===== src/rtl/grf_wport_arbiter.sv =====
// Register-file write-port arbiter: W-stage writeback vs. a queued long-latency return path,
// with a per-register busy scoreboard, outstanding-op limit and a starvation guard.
module grf_wport_arbiter #(
  parameter int FIFO_DEPTH   = 2,
  parameter int MAX_OUT      = 4,
  parameter int STARVE_LIMIT = 3
) (
  input  logic        Clk,
  input  logic        Reset,
  input  logic        W_WE,
  input  logic [4:0]  W_A3,
  input  logic [31:0] W_WD,
  input  logic [31:0] W_PC4,
  input  logic        L_Issue,
  input  logic [4:0]  L_IssueA3,
  output logic        Issue_Ready,
  input  logic        L_Valid,
  input  logic [4:0]  L_A3,
  input  logic [31:0] L_WD,
  input  logic [31:0] L_PC4,
  output logic        L_Ready,
  input  logic [4:0]  Q_A1,
  input  logic [4:0]  Q_A2,
  output logic        Q_Busy1,
  output logic        Q_Busy2,
  output logic        Hold,
  output logic        GRF_WE,
  output logic [4:0]  GRF_A3,
  output logic [31:0] GRF_WD,
  output logic [31:0] GRF_PC4,
  output logic        Dbg_State
);
  // Handshakes: a return transfers on a posedge where L_Valid && L_Ready; an issue is
  // accepted on a posedge where L_Issue && Issue_Ready. Ready never looks at same-cycle valid.
  localparam int PW = (FIFO_DEPTH > 1) ? $clog2(FIFO_DEPTH) : 1;
  localparam int CW = $clog2(FIFO_DEPTH + 1);
  localparam int OW = $clog2(MAX_OUT + 1);
  localparam int SW = $clog2(STARVE_LIMIT + 1);

  typedef enum logic {S_NORMAL = 1'b0, S_STARVED = 1'b1} state_t;

  state_t         state_q, state_d;
  logic [4:0]     fa3_q  [FIFO_DEPTH];
  logic [31:0]    fwd_q  [FIFO_DEPTH];
  logic [31:0]    fpc_q  [FIFO_DEPTH];
  logic [PW-1:0]  wr_ptr_q, rd_ptr_q;
  logic [CW-1:0]  cnt_q, cnt_d;
  logic [OW-1:0]  out_q, out_d;
  logic [SW-1:0]  starve_q, starve_d;
  logic [31:0]    busy_q, busy_d;

  logic w_req, fifo_ne, head_grant, fifo_denied, enq, issue_acc;
  logic [4:0] head_a3;

  assign head_a3     = fa3_q[rd_ptr_q];
  assign w_req       = W_WE && (W_A3 != 5'd0) && !Reset;
  assign fifo_ne     = (cnt_q != '0);
  assign head_grant  = fifo_ne && !Reset && ((state_q == S_STARVED) || !w_req);
  assign fifo_denied = fifo_ne && !head_grant;
  assign L_Ready     = (cnt_q != CW'(FIFO_DEPTH));
  assign enq         = L_Valid && L_Ready && (L_A3 != 5'd0);
  assign Issue_Ready = (out_q < OW'(MAX_OUT));
  assign issue_acc   = L_Issue && Issue_Ready && (L_IssueA3 != 5'd0);

  assign Q_Busy1   = busy_q[Q_A1];
  assign Q_Busy2   = busy_q[Q_A2];
  assign Hold      = (state_q == S_STARVED) && !Reset;
  assign Dbg_State = state_q;

  always_comb begin
    GRF_WE  = 1'b0;
    GRF_A3  = 5'd0;
    GRF_WD  = 32'd0;
    GRF_PC4 = 32'd0;
    if (head_grant) begin
      GRF_WE  = 1'b1;
      GRF_A3  = head_a3;
      GRF_WD  = fwd_q[rd_ptr_q];
      GRF_PC4 = fpc_q[rd_ptr_q];
    end else if (w_req) begin
      GRF_WE  = 1'b1;
      GRF_A3  = W_A3;
      GRF_WD  = W_WD;
      GRF_PC4 = W_PC4;
    end
  end

  always_comb begin
    state_d  = state_q;
    starve_d = starve_q;
    cnt_d    = cnt_q;
    out_d    = out_q;
    busy_d   = busy_q;
    case (state_q)
      S_NORMAL:  if (fifo_denied && (starve_q == SW'(STARVE_LIMIT - 1))) state_d = S_STARVED;
      S_STARVED: state_d = S_NORMAL;
      default:   state_d = S_NORMAL;
    endcase
    if (!fifo_ne || head_grant) starve_d = '0;
    else                        starve_d = starve_q + SW'(1);
    case ({enq, head_grant})
      2'b10:   cnt_d = cnt_q + CW'(1);
      2'b01:   cnt_d = cnt_q - CW'(1);
      default: cnt_d = cnt_q;
    endcase
    case ({issue_acc, head_grant})
      2'b10:   out_d = out_q + OW'(1);
      2'b01:   out_d = out_q - OW'(1);
      default: out_d = out_q;
    endcase
    // Clear before set so a same-cycle re-issue of the drained register stays busy.
    if (head_grant) busy_d[head_a3]   = 1'b0;
    if (issue_acc)  busy_d[L_IssueA3] = 1'b1;
    busy_d[0] = 1'b0;
  end

  always_ff @(posedge Clk or posedge Reset) begin
    if (Reset) begin
      state_q  <= S_NORMAL;
      wr_ptr_q <= '0;
      rd_ptr_q <= '0;
      cnt_q    <= '0;
      out_q    <= '0;
      starve_q <= '0;
      busy_q   <= '0;
      for (int i = 0; i < FIFO_DEPTH; i++) begin
        fa3_q[i] <= 5'd0;
        fwd_q[i] <= 32'd0;
        fpc_q[i] <= 32'd0;
      end
    end else begin
      state_q  <= state_d;
      cnt_q    <= cnt_d;
      out_q    <= out_d;
      starve_q <= starve_d;
      busy_q   <= busy_d;
      if (enq) begin
        fa3_q[wr_ptr_q] <= L_A3;
        fwd_q[wr_ptr_q] <= L_WD;
        fpc_q[wr_ptr_q] <= L_PC4;
        wr_ptr_q        <= wr_ptr_q + PW'(1);
      end
      if (head_grant) rd_ptr_q <= rd_ptr_q + PW'(1);
    end
  end
endmodule


===== config.mk =====
export PLATFORM = sky130hd
export DESIGN_NAME = grf_wport_arbiter
export DESIGN_NICKNAME = d
export VERILOG_FILES = /design/src/rtl/grf_wport_arbiter.sv
export SDC_FILE = /design/constraint.sdc
export NUM_CORES = 1
export LEC_CHECK = 0
export ABC_AREA = 1
export ABC_CLOCK_PERIOD_IN_PS = 7300
export CAP_MARGIN = 40
export CELL_PAD_IN_SITES_DETAIL_PLACEMENT = 0
export CELL_PAD_IN_SITES_GLOBAL_PLACEMENT = 1
export CORE_ASPECT_RATIO = 1.1
export CORE_MARGIN = 1.5
export CORE_UTILIZATION = 36
export DETAILED_ROUTE_END_ITERATION = 10
export HOLD_SLACK_MARGIN = 0.15
export PLACE_DENSITY = 0.93
export SLEW_MARGIN = 20
export SYNTH_ARGS = -nofsm -noshare
export SYNTH_HDL_FRONTEND = slang
export SYNTH_SLANG_ARGS = --single-unit
export TNS_END_PERCENT = 10

===== constraint.sdc =====
create_clock -name Clk -period 7.3 [get_ports Clk]
set_input_delay 0.73 -clock Clk [delete_from_list [all_inputs] [get_ports Clk]]
set_output_delay 0.73 -clock Clk [all_outputs]
set_load 0.05 [all_outputs]

==> impl_metrics.toml, run 1 <==
[die]
dieArea_um2 = 28960
die_height_um = 178.3
placeableCoreArea_um2 = 27630
start_util_pct = 36.42
die_w_um = 162.4
ioPinCount = 234
rows = 64

[final_layout]
nNetsFinal = 1762
antenna_cells = 0
area_growth_pct = 31.05
final_cell_mix = "nand2_1 (661), clkdlybuf4s50_1 (233), dfrtp_1 (178)"
drive_above_1_share_pct = 6.882
final_common_cell = "nand2_1"
final_cells = 1976

[place]
hpwl_mm = 18.74
placedCellCount = 1941
portBuffers = 233
pre_cts_ws_ns = 2.200
place_congestion = 0.8689

[logic_synthesis]
postSynthCellCount = 1413
synthAdderAreaFrac_pct = 0.5721
avgSynthCellArea_um2 = 7.120
synth_top_family_by_area = "simple AND/OR/NAND/NOR gates"
synth_xor_area_share_pct = 0.4353
synth-simple-area-share_pct = 35.16
ys_types = 26
synth_seq_cells = 179
yosys_warnings = 0
seq_area_frac_synth_pct = 44.52
synth_area_um2 = 10060
synth.area.mux_share_pct = 0
synth_compound_area_share_pct = 9.489
synth_nets = 1575

[worst_hold_path]
min_to = "starve_q[0]"
hold_path_class = "flop to flop"
hp-start = "starve_q[0]"
hold_depth = 1

[sta]
setup_tns_ns = 0
fmax_mhz = 199.7
rsz0062_at_grt = "no"
fin_skew_ns = 0.01017
post-route-min-period_ns = 5.008
slew_violations = 0
hold_ws_ns = 0.4287
fin_ws_ns = 2.292
min_period_over_period_pct = 68.60
tightest_slew_ns = 0.8191
slew_headroom_pct = 45.39
hold_viol = 0
setup_viol = 0

[clock_tree]
post_cts_buffers = 0
cts_tree = "built"
cts_buffers = 17
clkSlewWorstSetupHoldPaths_ns = 0.07
clockBufferDepth = 2
ctsHtreeMaxLevel = 4
insertion_delay_ns = 0.42
holdBufCountCts = 0
cts_sinks = 179
root_buffer = "clkbuf_16"
cts_resized = 0

[drt]
drtIter0Drc = 604
totalWireLength_mm = 27.69
vias = 9363
drc = 0
drtAntennaViolNets = 0
vias_per_cell = 4.738
firstDrtPassIters = 5
routedWlPerCell_um = 14.01

[critical_path]
reg2reg_depth = 11
r2r_setup_slack_ns = 4.64
r2r_end = "out_q[2]"
cp.arrival_ns = 4.28
crit_path_end_kind = "output port"
regToRegStartpoint = "cnt_q[0]"
crit_fanout = 75
worstSetupPathType = "input port to output port"
startpoint_type = "input port"
cp.required_ns = 6.57

[run]
drv_cap = 0

[power]
total_power_mw = 5.314
p_leak_nw = 6.603
power_density_nw_per_um2 = 403.0
ir_worst_vdd_mv = 0.2075

[grt]
grt_max_degree = 78
antenna_found_initial = 0
grt_pass1_vias = 8932
gr-total-overflow = 0
grt_pass1_wl_mm = 45.20
grtUsageTotal_pct = 19.62

[outcome]
status = "finished clean"
layout make-up:
class                           instances  area [um^2]
Clock buffer                           18        439.2
Clock inverter                         14        245.2
Fill cell                            2773        14440
Inverter                              112        425.4
Multi-Input combinational cell       1042         4603
Sequential cell                       179         4481
Tap cell                              363        454.2
Timing Repair Buffer                  248         2537
where the power goes:
group	internal [mW]	leakage [nW]	total, mW	switching (mW)
logic	0.854	4.03	2.53	1.67
clock network	0.658	0.338	1.05	0.396
registers	1.46	2.24	1.73	0.275
per-layer routing:
metal  GRT usage, %  vias to the layer above  share of wire, %
met5              0                        -                 0
met2          34.65                      241                50
met3          3.767                       21               5.3
li1               -                     4792                 -
met4          4.817                        0              0.98
met1          24.60                     4309                43
metrics by stage:
step	util (%)	instance area, um^2
floorplan	-	10060
global placement	44.78	12370
detailed placement	44.98	12430
CTS	47.45	13110
global route	47.73	13190
finish	47.73	13190
Yosys cell counts:
cell type,n,area share [%]
a21boi_2,1,0.11
a21oi_1,2,0.099
buf_1,8,0.30
buf_2,19,0.95
buf_4,3,0.22
buf_6,31,3.5
clkbuf_1,19,0.71
dfrtp_1,179,45
fa_1,1,0.20
ha_1,3,0.37
inv_1,107,4.0
inv_2,5,0.19
nand2_1,661,25
nand2_2,4,0.25
nand3_1,161,8.0
nand3b_1,1,0.075
nand4_1,1,0.062
nand4_2,1,0.12
nor2_1,50,1.9
nor2_2,1,0.062
nor3_1,1,0.050
o21ai_0,36,1.8
o21ai_1,63,3.1
o21ai_2,50,4.4
xnor2_1,3,0.26
xor2_1,2,0.17
worst max-delay path by stage:
stage	start	end
2_1_floorplan	Reset	GRF_A3[0]
3_3_place_gp	Reset	GRF_WD[22]
3_5_place_dp	Reset	GRF_WD[17]
4_1_cts	Reset	GRF_WD[31]
5_1_grt	Reset	GRF_WD[11]
6_report	Reset	GRF_WD[23]
cell families (layout without fill, tap and decap cells):
kind of cell / count (synthesis) / after routing
AOI/OAI and AO/OA: 152 / 152
xor gates and xnor gates: 5 / 5
adders and majority gates: 4 / 4
buffers and inverters: 192 / 392
DFF: 179 / 179
and+or+nand+nor: 881 / 881
state kept, by name, indices dropped and copies added, names as in the netlist:
register	count
fwd_q	64
Dbg_State	1
rd_ptr_q	1
starve_q	2
wr_ptr_q	1
fa3_q	10
busy_q	31
cnt_q	2
fpc_q	64
out_q	3
worst max-delay path: stages:
cell,delay [ns]
clkdlybuf4s50_1,0.61
inv_6,0.17
buf_16,0.27
nand4_2,0.14
buf_4,0.32
nand2_2,0.10
inv_2,0.35
buf_4,0.52
nand2_1,0.11
nand2_1,0.09
clkdlybuf4s50_1,0.81
No activity file was read; power rests on OpenSTA's default activity.
==> run 2: changes to the inputs <==
ABC_CLOCK_PERIOD_IN_PS = 4300   (was 7300)
CORE_UTILIZATION = 33   (was 36)
PLACE_DENSITY = 0.9   (was 0.93)
clock period = 4.3 ns   (was 7.3 ns; I/O delays follow)
==> impl_metrics.toml, run 2 (synthesis gave the netlist of run 1 again) <==
[drt]
drtAntennaViolNets = 0
routedWlPerCell_um = 14.70
drc = 0
vias = 9517
firstDrtPassIters = 5
vias_per_cell = 4.700
drtIter0Drc = 589
totalWireLength_mm = 29.77

[place]
hpwl_mm = 21.25
pre_cts_ws_ns = 0.7121
place_congestion = 0.8613
portBuffers = 233

[clock_tree]
insertion_delay_ns = 0.43
root_buffer = "clkbuf_16"
cts_resized = 0
ctsHtreeMaxLevel = 4
cts_sinks = 179
post_cts_buffers = 0
clockBufferDepth = 2
clkSlewWorstSetupHoldPaths_ns = 0.07
holdBufCountCts = 0
cts_buffers = 17
cts_tree = "built"

[critical_path]
path_cells = "clkdlybuf4s50_1, inv_1, nand2_1, nand3_1, nand3_1, nand3_1, nand2_1, nand2_1, nand2_1, clkdlybuf4s50_1"
cp.arrival_ns = 3.20
regToRegStartpoint = "rd_ptr_q"
crit_fanout = 17
cp_num_buf_inv = 3
critPathMaxStageDelay_ns = 0.88
startpoint_type = "input port"
worstSetupPathType = "input port to output port"
crit_family = "buffers and inverters"
reg2reg_depth = 9
critPathMostFrequentCell = "nand2_1"
cp.required_ns = 3.87
crit_path_end_kind = "output port"
r2r_setup_slack_ns = 1.79
crit_path_top_delay_cell = "clkdlybuf4s50_1"
r2r_end = "busy_q[25]"

[final_layout]
multi_input_area_um2 = 4912
fillers = 2941
final_common_cell = "nand2_1"
drive_above_1_share_pct = 14.98
seq_area_um2 = 4481
post-route-util_pct = 47.60
area_growth_pct = 41.04
reg_top3 = "fpc_q: 64 flops, fwd_q: 64 flops, busy_q: 31 flops"
nNetsFinal = 1765
final_cell_mix = "nand2_1 (611), dfrtp_1 (178), clkdlybuf4s50_1 (163)"

[grt]
grt_max_degree = 115
grtUsageTotal_pct = 19.49
grt_pass1_wl_mm = 48.43
grt_pass1_vias = 9477
gr-total-overflow = 0
antenna_found_initial = 3

[sta]
fmax_mhz = 275.6
rsz0062_at_grt = "no"
fin_skew_ns = 0.01031
setup_tns_ns = 0
tightest_slew_ns = 0.7461
post-route-min-period_ns = 3.629
slew_headroom_pct = 50.08
hold_ws_ns = 0.4200
hold_viol = 0
min_period_over_period_pct = 84.39
slew_violations = 0
fin_ws_ns = 0.6711
setup_viol = 0

[power]
ir_worst_vdd_mv = 0.3506
total_power_mw = 9.542
p_leak_nw = 6.927
power_density_nw_per_um2 = 672.4

[worst_hold_path]
hold_depth = 1
hold_path_class = "flop to flop"
min_to = "starve_q[0]"
hp-start = "starve_q[0]"

[die]
die_height_um = 186.1
die_w_um = 169.5
ioPinCount = 234
dieArea_um2 = 31550
placeableCoreArea_um2 = 29810
start_util_pct = 33.75
rows = 66

[run]
drv_cap = 0

[outcome]
status = "finished clean"
## run 2: cell types whose count changed in the layout (fill, tap and decap cells not counted), moves of 4 or more
cell	delta
bufinv_16	-6
clkdlybuf4s50_1	-70
nand2_1	-50
nand2_2	+26
o21ai_0	-6
nand2_4	+24
buf_12	+76
o21ai_4	+4
## run 2: worst max-delay path by stage
stage	startpoint	endpoint	slack, ns	cells past startpoint
floorplan	Reset	out_q[2]	-0.64	11
global placement	Q_A1[0]	Q_Busy1	0.70	10
detailed placement	Q_A1[0]	Q_Busy1	0.71	10
CTS	Q_A1[0]	Q_Busy1	0.70	10
global route	Q_A1[0]	Q_Busy1	0.52	10
finish	Q_A1[0]	Q_Busy1	0.67	10
## run 2: layout make-up
class	count	share of cell area (%)
tap	408	3.598
timing repair buffer	251	23.07
multi-input combinational	1042	34.62
clock buffer	17	2.998
sequential	179	31.58
antenna	1	0.01764
inverter	112	2.989
clock inverter	15	1.137
## run 2: per-stage QoR
stage               std cells  cell area [um^2]
global placement         1987             13510
CTS                      2023             14180
global route             2025             14190
detailed placement       1991             13600
finish                   2025             14190
floorplan                1413             10380
## run 2: worst reg2reg max path: cells and delay by family, from the launching register on
kind | cells | cell delay, ns
buf+inv | 2 | 0.82
simple gates | 6 | 0.80
flops | 1 | 0.71
compound gates | 1 | 0.09
## run 2: metal layers
| layer | GRT usage, % | share of wire (%) |
|---|---|---|
| met1 | 23.29 | 41 |
| met2 | 34.83 | 51 |
| met3 | 4.126 | 5.4 |
| met4 | 6.655 | 2.1 |
| met5 | 0 | 0.094 |
## run 2: power by group
group	total [mW]	switching [mW]	internal, mW
combinational	5.02	3.06	1.96
clock	1.52	0.741	0.779
sequential	3.00	0.531	2.47
total	9.54	4.33	5.21
==> run 3: changes to the inputs <==
ABC_CLOCK_PERIOD_IN_PS = 3200   (was 4300)
clock period = 3.2 ns   (was 4.3 ns; I/O delays follow)
==> impl_metrics.toml, run 3 (synthesis gave the netlist of run 1 again) <==
[run]
drv_cap = 0

[worst_hold_path]
hold_path_class = "flop to flop"

[drt]
drtIter0Drc = 630
drtAntennaViolNets = 0
vias = 9517
totalWireLength_mm = 28.88
drc = 0
routedWlPerCell_um = 14.24
vias_per_cell = 4.693
firstDrtPassIters = 5

[sta]
fmax_mhz = 384.0
hold_ws_ns = 0.4339
slew_violations = 0
hold_viol = 0
setup_tns_ns = 0
slew_headroom_pct = 33.68
rsz0062_at_grt = "no"
tightest_slew_ns = 0.9948
setup_viol = 0
post-route-min-period_ns = 2.604
fin_skew_ns = 0.01218
min_period_over_period_pct = 81.39

[place]
hpwl_mm = 20.52
place_congestion = 0.9006
portBuffers = 233

[final_layout]
final_cell_mix = "nand2_1 (639), dfrtp_1 (178), nand3_1 (161), clkdlybuf4s50_1 (161), inv_1 (105)"
fillers = 2912
reg_top3 = "fpc_q: 64 flops, fwd_q: 64 flops, busy_q: 31 flops"
post-route-util_pct = 47.41
drive_above_1_share_pct = 13.53
final_common_cell = "nand2_1"
nNetsFinal = 1768
area_growth_pct = 40.47

[die]
ioPinCount = 234
die_w_um = 169.5
die_height_um = 186.1
placeableCoreArea_um2 = 29810
rows = 66
dieArea_um2 = 31550
start_util_pct = 33.75

[critical_path]
startpoint_type = "input port"
worstSetupPathType = "input port to output port"
cp.required_ns = 2.88
crit_path_end_kind = "output port"
crit_family = "buffers and inverters"
critPathMaxStageDelay_ns = 0.56
crit_path_top_delay_cell = "clkdlybuf4s50_1"
r2r_setup_slack_ns = 0.96
cp.arrival_ns = 2.28
critPathMostFrequentCell = "nand2_4"
cp_num_buf_inv = 5
path_cells = "clkdlybuf4s50_1, clkinvlp_4, nand4_2, nand2_4, inv_2, buf_4, nand2_1, nand2_4, buf_12"
crit_fanout = 28

[grt]
grt_pass1_vias = 9115
grt_max_degree = 180
grtUsageTotal_pct = 18.75
antenna_found_initial = 3
grt_pass1_wl_mm = 46.53
gr-total-overflow = 0

[clock_tree]
cts_resized = 0
cts_tree = "built"
root_buffer = "clkbuf_16"
clockBufferDepth = 2
cts_sinks = 179
ctsHtreeMaxLevel = 4
holdBufCountCts = 0
clkSlewWorstSetupHoldPaths_ns = 0.08
cts_buffers = 17
post_cts_buffers = 0
insertion_delay_ns = 0.43

[power]
ir_worst_vdd_mv = 0.4206
p_leak_nw = 6.965
power_density_nw_per_um2 = 902.8

[outcome]
status = "finished clean"
-- run 3: cell types whose count changed in the layout (fill, tap and decap cells not counted), moves of 2 or more --
cell             delta
buf_4               +5
clkinvlp_4          -2
nand2_2            -27
clkdlybuf4s50_1     -2
nand2_1            +28
-- run 3: power breakdown --
part,total [mW],internal (mW),switching [mW]
clock,2.09,1.07,1.02
combinational,6.72,2.61,4.11
sequential,3.95,3.32,0.628
total,12.8,7.01,5.75
-- run 3: path summary, 6_finish.rpt --
check / startpoint / cells after the start / to
setup / recovery: Reset / 9 / GRF_PC4[9]
max in group asynchronous: Reset / 3 / rd_ptr_q
hold / removal: starve_q[0] / 1 / starve_q[0]
setup reg to reg: cnt_q[1] / 9 / cnt_q[1]
min in group asynchronous: Reset / 3 / busy_q[24]
hold reg to reg: starve_q[0] / 1 / starve_q[0]
-- run 3: final cells by class --
class                   instances  area, um^2  area share [%]
clock buffers                  18       439.2           3.108
flip-flops and latches        179        4481           31.70
diodes                          1       2.502         0.01771
well taps                     408       510.5           3.612
repair buffers                254        3283           23.23
inverters                     112       424.2           3.001
clock inverters                14       155.1           1.098
multi-input cells            1042        4837           34.23
-- run 3: metal layers --
layer | global-route usage [%] | routed length (um)
met5 | 0 | 31
met4 | 7.894 | 836
met3 | 3.788 | 1704
met2 | 32.67 | 14360
met1 | 22.64 | 11940
-- run 3: worst reg2reg max path, cell delays in order (launching register included) --
cell     delay [ns]
dfrtp_1        0.44
nor2_1         0.28
nor2_2         0.09
nand2_4        0.24
inv_2          0.12
buf_4          0.23
ha_1           0.34
a21oi_1        0.12
o21ai_0        0.12
xnor2_1        0.13
-- run 3: stage by stage --
| stage | power, mW | instance area, um^2 | setup slack [ns] | instances |
|---|---|---|---|---|
| detailed placement | 10.77 | 13530 | 0.5756 | 1994 |
| finish | 12.76 | 14130 | 0.5956 | 2028 |
| floorplan | 8.373 | 10300 | -1.625 | 1413 |
| CTS | 12.90 | 14120 | 0.5634 | 2026 |
| global route | 13.72 | 14130 | 0.4167 | 2028 |
| global placement | 10.64 | 13530 | 0.5935 | 1994 |
